**src/rtl/alu_sequencer.sv**
```systemverilog
// ALU control sequencer: decodes data-processing ops, times multi-cycle shifts/MUL, owns flags.
// Optional MUL support is enabled by defining ALU_SEQ_MUL_EN.
module alu_sequencer #(
  parameter int unsigned CTRL_W     = 4,
  parameter int unsigned SHAMT_W    = 5,
  parameter int unsigned MUL_CYCLES = 4
) (
  input  logic               clk,
  input  logic               reset,
  input  logic               in_valid,
  output logic               in_ready,
  input  logic               alu_op,
  input  logic [5:0]         funct,
  input  logic [SHAMT_W-1:0] shamt,
  input  logic [3:0]         alu_flags,
  output logic [CTRL_W-1:0]  alu_control,
  output logic [1:0]         flag_w,
  output logic               step,
  output logic               out_valid,
  output logic [3:0]         flags
);

`ifdef ALU_SEQ_MUL_EN
  localparam int unsigned CntW = (SHAMT_W > 4) ? SHAMT_W : 4;
`else
  localparam int unsigned CntW = SHAMT_W;
`endif

  typedef enum logic [1:0] {StIdle, StExec, StDone} state_e;

  state_e            r_state, w_state_d;
  logic [3:0]        r_code;
  logic [1:0]        r_flag_w;
  logic [CntW-1:0]   r_cnt, w_cnt_d;
  logic [3:0]        r_flags;

  logic [3:0]        w_code;
  logic [1:0]        w_fl;
  logic [1:0]        w_fw;
  logic              w_shift;
  logic              w_accept;
  logic              w_unused_funct5;
`ifdef ALU_SEQ_MUL_EN
  logic              w_mul;
`endif

  assign w_unused_funct5 = funct[5];
  assign w_accept        = in_valid & in_ready;

  always_comb begin
    w_code  = 4'b0000;
    w_fl    = 2'b00;
    w_shift = 1'b0;
`ifdef ALU_SEQ_MUL_EN
    w_mul   = 1'b0;
`endif
    if (alu_op) begin
      case (funct[4:1])
        4'b0000: begin w_code = 4'b1000; w_fl = 2'b10; end
        4'b1100: begin w_code = 4'b1001; w_fl = 2'b10; end
        4'b1101: begin w_code = 4'b1011; w_fl = 2'b10; w_shift = 1'b1; end
        4'b1110: begin w_code = 4'b1100; w_fl = 2'b10; w_shift = 1'b1; end
        4'b0100: begin w_code = 4'b0000; w_fl = 2'b11; end
        4'b0010: begin w_code = 4'b0001; w_fl = 2'b11; end
`ifdef ALU_SEQ_MUL_EN
        4'b1001: begin w_code = 4'b1010; w_fl = 2'b10; w_mul = 1'b1; end
`endif
        default: ;
      endcase
    end
    w_fw = funct[0] ? w_fl : 2'b00;
  end

  always_comb begin
    w_state_d = r_state;
    w_cnt_d   = r_cnt;
    unique case (r_state)
      StIdle: begin
        if (w_accept) begin
`ifdef ALU_SEQ_MUL_EN
          if (w_mul) begin
            w_state_d = StExec;
            w_cnt_d   = CntW'(MUL_CYCLES);
          end else
`endif
          if (w_shift && (shamt != '0)) begin
            w_state_d = StExec;
            w_cnt_d   = CntW'(shamt);
          end else begin
            w_state_d = StDone;
          end
        end
      end
      StExec: begin
        if (r_cnt == CntW'(1)) begin
          w_state_d = StDone;
        end
        w_cnt_d = r_cnt - CntW'(1);
      end
      StDone:  w_state_d = StIdle;
      default: w_state_d = StIdle;
    endcase
  end

  always_ff @(posedge clk or posedge reset) begin
    if (reset) begin
      r_state  <= StIdle;
      r_cnt    <= '0;
      r_code   <= 4'b0000;
      r_flag_w <= 2'b00;
      r_flags  <= 4'b0000;
    end else begin
      r_state <= w_state_d;
      r_cnt   <= w_cnt_d;
      if (w_accept) begin
        r_code   <= w_code;
        r_flag_w <= w_fw;
      end else if (r_state == StDone) begin
        r_code   <= 4'b0000;
        r_flag_w <= 2'b00;
      end
      // Flags commit on the edge that closes DONE; unselected pairs hold.
      if (r_state == StDone) begin
        if (r_flag_w[1]) r_flags[3:2] <= alu_flags[3:2];
        if (r_flag_w[0]) r_flags[1:0] <= alu_flags[1:0];
      end
    end
  end

  assign in_ready    = (r_state == StIdle);
  assign alu_control = CTRL_W'(r_code);
  assign flag_w      = (r_state == StDone) ? r_flag_w : 2'b00;
  assign step        = (r_state == StExec);
  assign out_valid   = (r_state == StDone);
  assign flags       = r_flags;

endmodule

```
**config.mk**
```make
export PLATFORM = sky130hd
export DESIGN_NAME = alu_sequencer
export DESIGN_NICKNAME = d
export VERILOG_FILES = /design/src/rtl/alu_sequencer.sv
export SDC_FILE = /design/constraint.sdc
export NUM_CORES = 1
export LEC_CHECK = 0
export ABC_CLOCK_PERIOD_IN_PS = 1400
export CAP_MARGIN = 20
export CORE_MARGIN = 2
export CORE_UTILIZATION = 42
export CTS_BUF_LIST = sky130_fd_sc_hd__clkbuf_4
export DETAILED_ROUTE_END_ITERATION = 10
export MAX_ROUTING_LAYER = met4
export PLACE_DENSITY = 0.79
export SYNTH_ARGS = -nofsm -noshare
export SYNTH_HDL_FRONTEND = slang
export SYNTH_SLANG_ARGS = --single-unit
```
**constraint.sdc**
```tcl
create_clock -name clk -period 1.4 [get_ports clk]
set_input_delay 0.28 -clock clk [delete_from_list [all_inputs] [get_ports clk]]
set_output_delay 0.28 -clock clk [all_outputs]
set_load 0.005 [all_outputs]
```
# Yosys cells after proc, flatten, opt, wreduce, memory -nomap -nowiden
# Cells that the tools add are included.
[word_totals]
ff_bits = 17
inputBits = 19
out_inout_bits = 13
wordCells = 51
[op_classes]
add_sub_neg = 1
eq_ne = 11
mux = 19
bitwise = 1
n_reduce_logical = 13
[op_table]
columns = ["op", "n"]
rows = [
  ["4-bit one-hot mux with 5 select lines", 1],
  ["2-bit 2-to-1 mux", 8],
  ["4-bit equality test, second input constant", 3],
  ["4-bit 2-to-1 mux", 3],
  ["5-bit 2-to-1 mux", 2],
  ["5-bit one-hot mux with 2 select lines", 1],
  ["2-bit one-hot mux with 2 select lines", 2],
  ["2-bit by 1-bit != test with 1-bit output, second input constant", 3],
  ["2-bit AND reduction", 3],
  ["5-bit by 1-bit equality test with 1-bit output, second input constant", 1],
  ["5-bit nonzero test", 1],
  ["5-bit by 1-bit subtractor with 5-bit output, second input constant", 1],
  ["4-bit by 2-bit equality test with 1-bit output, second input constant", 1],
  ["4-bit by 3-bit equality test with 1-bit output, second input constant", 1],
  ["4-bit logical NOT", 1],
  ["2-bit nonzero test", 2],
  ["2-bit OR reduction", 2],
  ["4-bit OR reduction", 1],
  ["3-bit AND reduction", 1],
  ["2-bit by 1-bit equality test with 1-bit output, second input constant", 1],
  ["2-bit equality test, second input constant", 1],
  ["2-bit logical NOT", 1],
  ["1-bit 2-to-1 mux", 2],
  ["1-bit AND", 1],
  ["1-bit logical AND", 1],
]

# Depth between registers and ports, before layout
[logic_depth]
depth_word = 8
mapped_depth = 6
ltp_nobuf = 5

# Worst setup path before layout
# Ideal clock, no wire load.
[synth_timing]
path_type = "input to register"
from = "in shamt[2]"
to = "reg r_state[0]"
setup_ns = 0.127
t_arrival_ns = 1.371
required_ns = 1.273
setup_slack_ns = -0.099
stages = 4
path_buffers = 0
cell_sequence = "or4_1 nor2_2 nor3_1 or2_2"
[synth_between]
elab_chain_len = 5
[synth_rtl]
columns = ["element", "line", "text"]
rows = [
  ["start: declaration", "14", "input logic [SHAMT_W-1:0] shamt,"],
  ["5-bit nonzero test", "86", "if (w_shift && (shamt != '0)) begin"],
  ["1-bit logical AND", "86", ""],
  ["2-bit 2-to-1 mux", "86", ""],
  ["2-bit 2-to-1 mux", "79", "if (w_accept) begin"],
  ["2-bit one-hot mux with 2 select lines", "77", "unique case (r_state)"],
  ["end signal: assignment", "107", "r_state <= StIdle;"],
  ["end signal: assignment", "113", "r_state <= w_state_d;"],
  ["end: declaration", "31", "state_e r_state, w_state_d;"],
]
# Every way passes these cells. The select of a mux whose other input is x is not followed.
# A chain may end at the register's enable or synchronous reset.

# Worst setup path in the final report
[layout_timing]
from = "reg r_state[0]"
to = "reg r_cnt[0]"
[layout_between]
elab_chain_len = 4
elab_cells_between_ends = 8
classes_between = "eq/ne: 3; mux: 1; bitwise: 1; reduce/logical: 3"
[layout_rtl]
columns = ["element", "line", "text"]
rows = [
  ["2-bit logical NOT", "77, 130", ""],
  ["1-bit AND", "48", "assign w_accept = in_valid & in_ready;"],
  ["2-bit by 1-bit != test with 1-bit output (no line)", "n/a", ""],
  ["3-bit AND reduction (no line)", "n/a", ""],
  ["end signal: assignment", "114", "r_cnt <= w_cnt_d;"],
  ["end: declaration", "34", "logic [CntW-1:0] r_cnt, w_cnt_d;"],
]
# Several ways; a longest one is shown, not always the timed one.

==> impl_results.md <==
* Outcome: finished, violations left
* Failing checks: setup timing
* Commonest cells post-synth: dfrtp_1, nand2_1, inv_1
* CP endpoint kind: flip-flop
* Synth Area per Inst at 9.175 sq um
* Die height at 51.21 microns
* Top-area cell type share of the netlist area at 45.45%
* Layout cells sized above 1 at 52.30%
* Worst R2R Path Depth at 6
* Largest net degree at the start of global routing at 18
* Clock root buffer: clkbuf_4
* MaxCap Viol Count at 0
* Most frequent cell after synthesis: dfrtp_1
* Top FF cell, synth: dfrtp_1
* Synth cell types at 32
* Startpoint Class: flip-flop
* Initial antenna violation count at 0
* Global route overflow at 0
* Delay-heaviest family, CP: simple AND/OR/NAND/NOR gates
* Post-synthesis register bit count at 17
* Die area at 2622 sq um
* Drt pass-1 iters at 4
* CP Data Arrival Time at 1.78 ns
* CP Max Fanout at 3
* GP Congestion at 0.9755
* Cells on Worst Hold Path at 3
* Critical path type: reg -> reg
* CTS H-tree depth at 1
* TNS Setup at -0.6621 ns
* Yosys Warn Count at 0
* Yosys top cell by area: dfrtp_1
* Final Critical Period at 1.534 ns
* Final WL at 3.560 mm
* Maximum VDD drop at 0.0008746 V
* Synth top area cells: dfrtp_1, nand2_1, mux2_2, o21ai_0, inv_1
* Slew Viols, Final at 0
* Num rows at 17
* Buffers & Inverters on Critical Path at 2
* Most used cell, CP: buf_6
* DRT antenna net count at 0
* Asr flop ratio synth at 100.0%
* Number of synthesized flops with an enable pin at 0
* F_max at 651.9 MHz
* Post-Syn Instances at 102
* Final WS setup at -0.1339 ns
* Ant. Diodes at 0
* Syn nets at 123
* Final setup viols at 9
* Syn-to-layout area delta at 88.90%
* Post-DR wirelength/cell at 17.62 microns
* Die width at 51.21 microns
* Initial DRC count at 25
* Global-route wire length before repair at 4.968 mm
* Pre-CTS setup slack at -0.7179 ns
* Vias in the first global route at 1114
* Pwr Density at 901.8 nW/um^2
* Final hold violations at 0
* Path type of the worst min-delay path: in -> reg
* Initial core utilization at 43.56%
* Core Footprint at about 2100 sq um
* Vias per inst at around 5.7
* Crit path depth at 6
* Clk sinks at 17
* Tightest Pin Transition at 0.5219 ns
* Final HPWL DP at 1.957 mm
* Max-Slew Margin vs Limit at between 60% and 70%
* Fin nets at a little under 200
* Io pins at 32
* Delay of the slowest cell on the worst path at 0.50 ns
* Cells along the critical path: buf_6 -> nor2_4 -> buf_6 -> nand2_2 -> or4_4 -> nand3_2
* Worst-path clk slew at approximately 0.11 ns
* Unrepaired setup endpoints after global routing: true
* CTS tree: yes
* CP required at 1.64 ns
* DR vias at 1144
* Register area share after synthesis at 45.45%
* Layout Skew at 0.001750 ns
* Port Buffers at 30
* Worst-Skew Late Latency at approximately 0.3 ns
* Crit share post-route at 109.6%
* Leakage power at a little under 0.9 nW
* GRT Util Overall at 26.78%
* Max clock buf depth at 2
* Area of the mapped netlist at 935.9 sq um
* DR DRC count at 0
* Num CTS Buffers at 3
* Slowest CP cell: or4_4
==> final timing paths <==
| kind | startpoint | endpoint | slack, ns |
|---|---|---|---|
| max in group asynchronous | reset | r_state[0]$_DFFE_PP0P_ | 0.91 |
| worst max register to register | r_state[0]$_DFFE_PP0P_ | r_cnt[0]$_DFFE_PP0P_ | -0.13 |
| min in group asynchronous | reset | flags[3]$_DFFE_PP0P_ | 0.30 |
| worst min-delay path | funct[1] | alu_control[1]$_DFFE_PP0P_ | 0.26 |
| worst min register to register | alu_control[1]$_DFFE_PP0P_ | alu_control[1]$_DFFE_PP0P_ | 0.51 |
| worst max-delay path | r_state[0]$_DFFE_PP0P_ | r_cnt[0]$_DFFE_PP0P_ | -0.13 |
==> cells by family (layout without fill, tap and decap cells) <==
kind of cell | count (synthesis) | after routing | share of synthesized area, %
flops | 17 | 17 | 45.45
fa+ha+maj | 2 | 2 | 2.673
mux | 4 | 4 | 4.812
compound gates | 29 | 29 | 21.93
xor+xnor | 1 | 1 | 0.9360
simple gates | 38 | 38 | 19.79
buf+inv | 11 | 83 | 4.412
==> power by group <==
group	switching [W]	internal [W]
sequential	0.0000865	0.000581
clock	0.000175	0.000107
combinational	0.000282	0.000363
total	0.000544	0.00105
==> layout by cell type (no fill, tap or decap), types with 2 or more instances in the layout <==
master	Yosys	final
a211o_1	2	2
o32ai_2	0	2
nor2_1	6	3
a21oi_1	4	3
clkbuf_4	0	3
nand2_1	14	8
buf_2	0	5
dlygate4sd2_1	0	13
buf_4	0	26
a22o_1	2	2
o21ai_0	8	3
ha_1	2	2
nand2b_4	0	3
mux2_2	4	3
o21ai_2	0	5
or4_4	0	3
clkdlybuf4s50_1	0	7
nand2_2	0	3
nor2_4	0	3
clkdlybuf4s15_1	0	2
buf_6	0	15
inv_2	0	2
dfrtp_1	17	16
nand2_4	0	3
inv_1	10	7
==> tightest hold or removal path, delay by kind of cell <==
kind | cells | cell delay, ns
buffers and inverters | 1 | 0.13
AND/OR/NAND/NOR | 1 | 0.08
AO/OA/AOI/OAI | 1 | 0.04
==> cell type report <==
cell class,instances,area (sq um)
flip-flops and latches,17,426.7
multi-input cells,74,640.6
well taps,28,35.03
clock inverters,1,5.005
repair buffers,69,598.1
inverters,10,40.04
clock buffers,3,22.52
fillers,116,380.4
==> routing by layer <==
layer  share of wire, %  GRT usage, %  vias to the layer above
li1                   -             -                      517
met1                 38         30.28                      549
met2                 52         46.10                       66
met3                6.6         2.339                       12
met4                3.3         15.77                        0
met5                  0             -                        -
==> state kept, by name (all words and copies together), names as in the netlist <==
signal / count
r_cnt: 5
alu_control: 4
flags: 4
r_flag_w: 2
r_state: 2
==> stage by stage <==
step                area (sq um)  power (W)  hold WS (ns)  util [%]  std cells
detailed placement          1471   0.001143        0.4713     68.49        184
finish                      1768   0.001594        0.2564     82.29        202
global placement            1471   0.001120        0.4684     68.49        184
global route                1768   0.001680        0.2446     82.29        202
CTS                         1640   0.001450        0.2769     76.35        200
floorplan                  952.2  0.0008620        0.2061         -        102
==> repair_timing <==
item / in CTS / in global routing
setup endpoints to repair: 26 / 19
setup buffers: 13 / 7
gates resized for setup: 73 / 38
hold buffers: 0 / 0
gates cloned: 0 / 0
pin swaps: 11 / 18
Note: power is estimated with default switching activity, not from simulation.
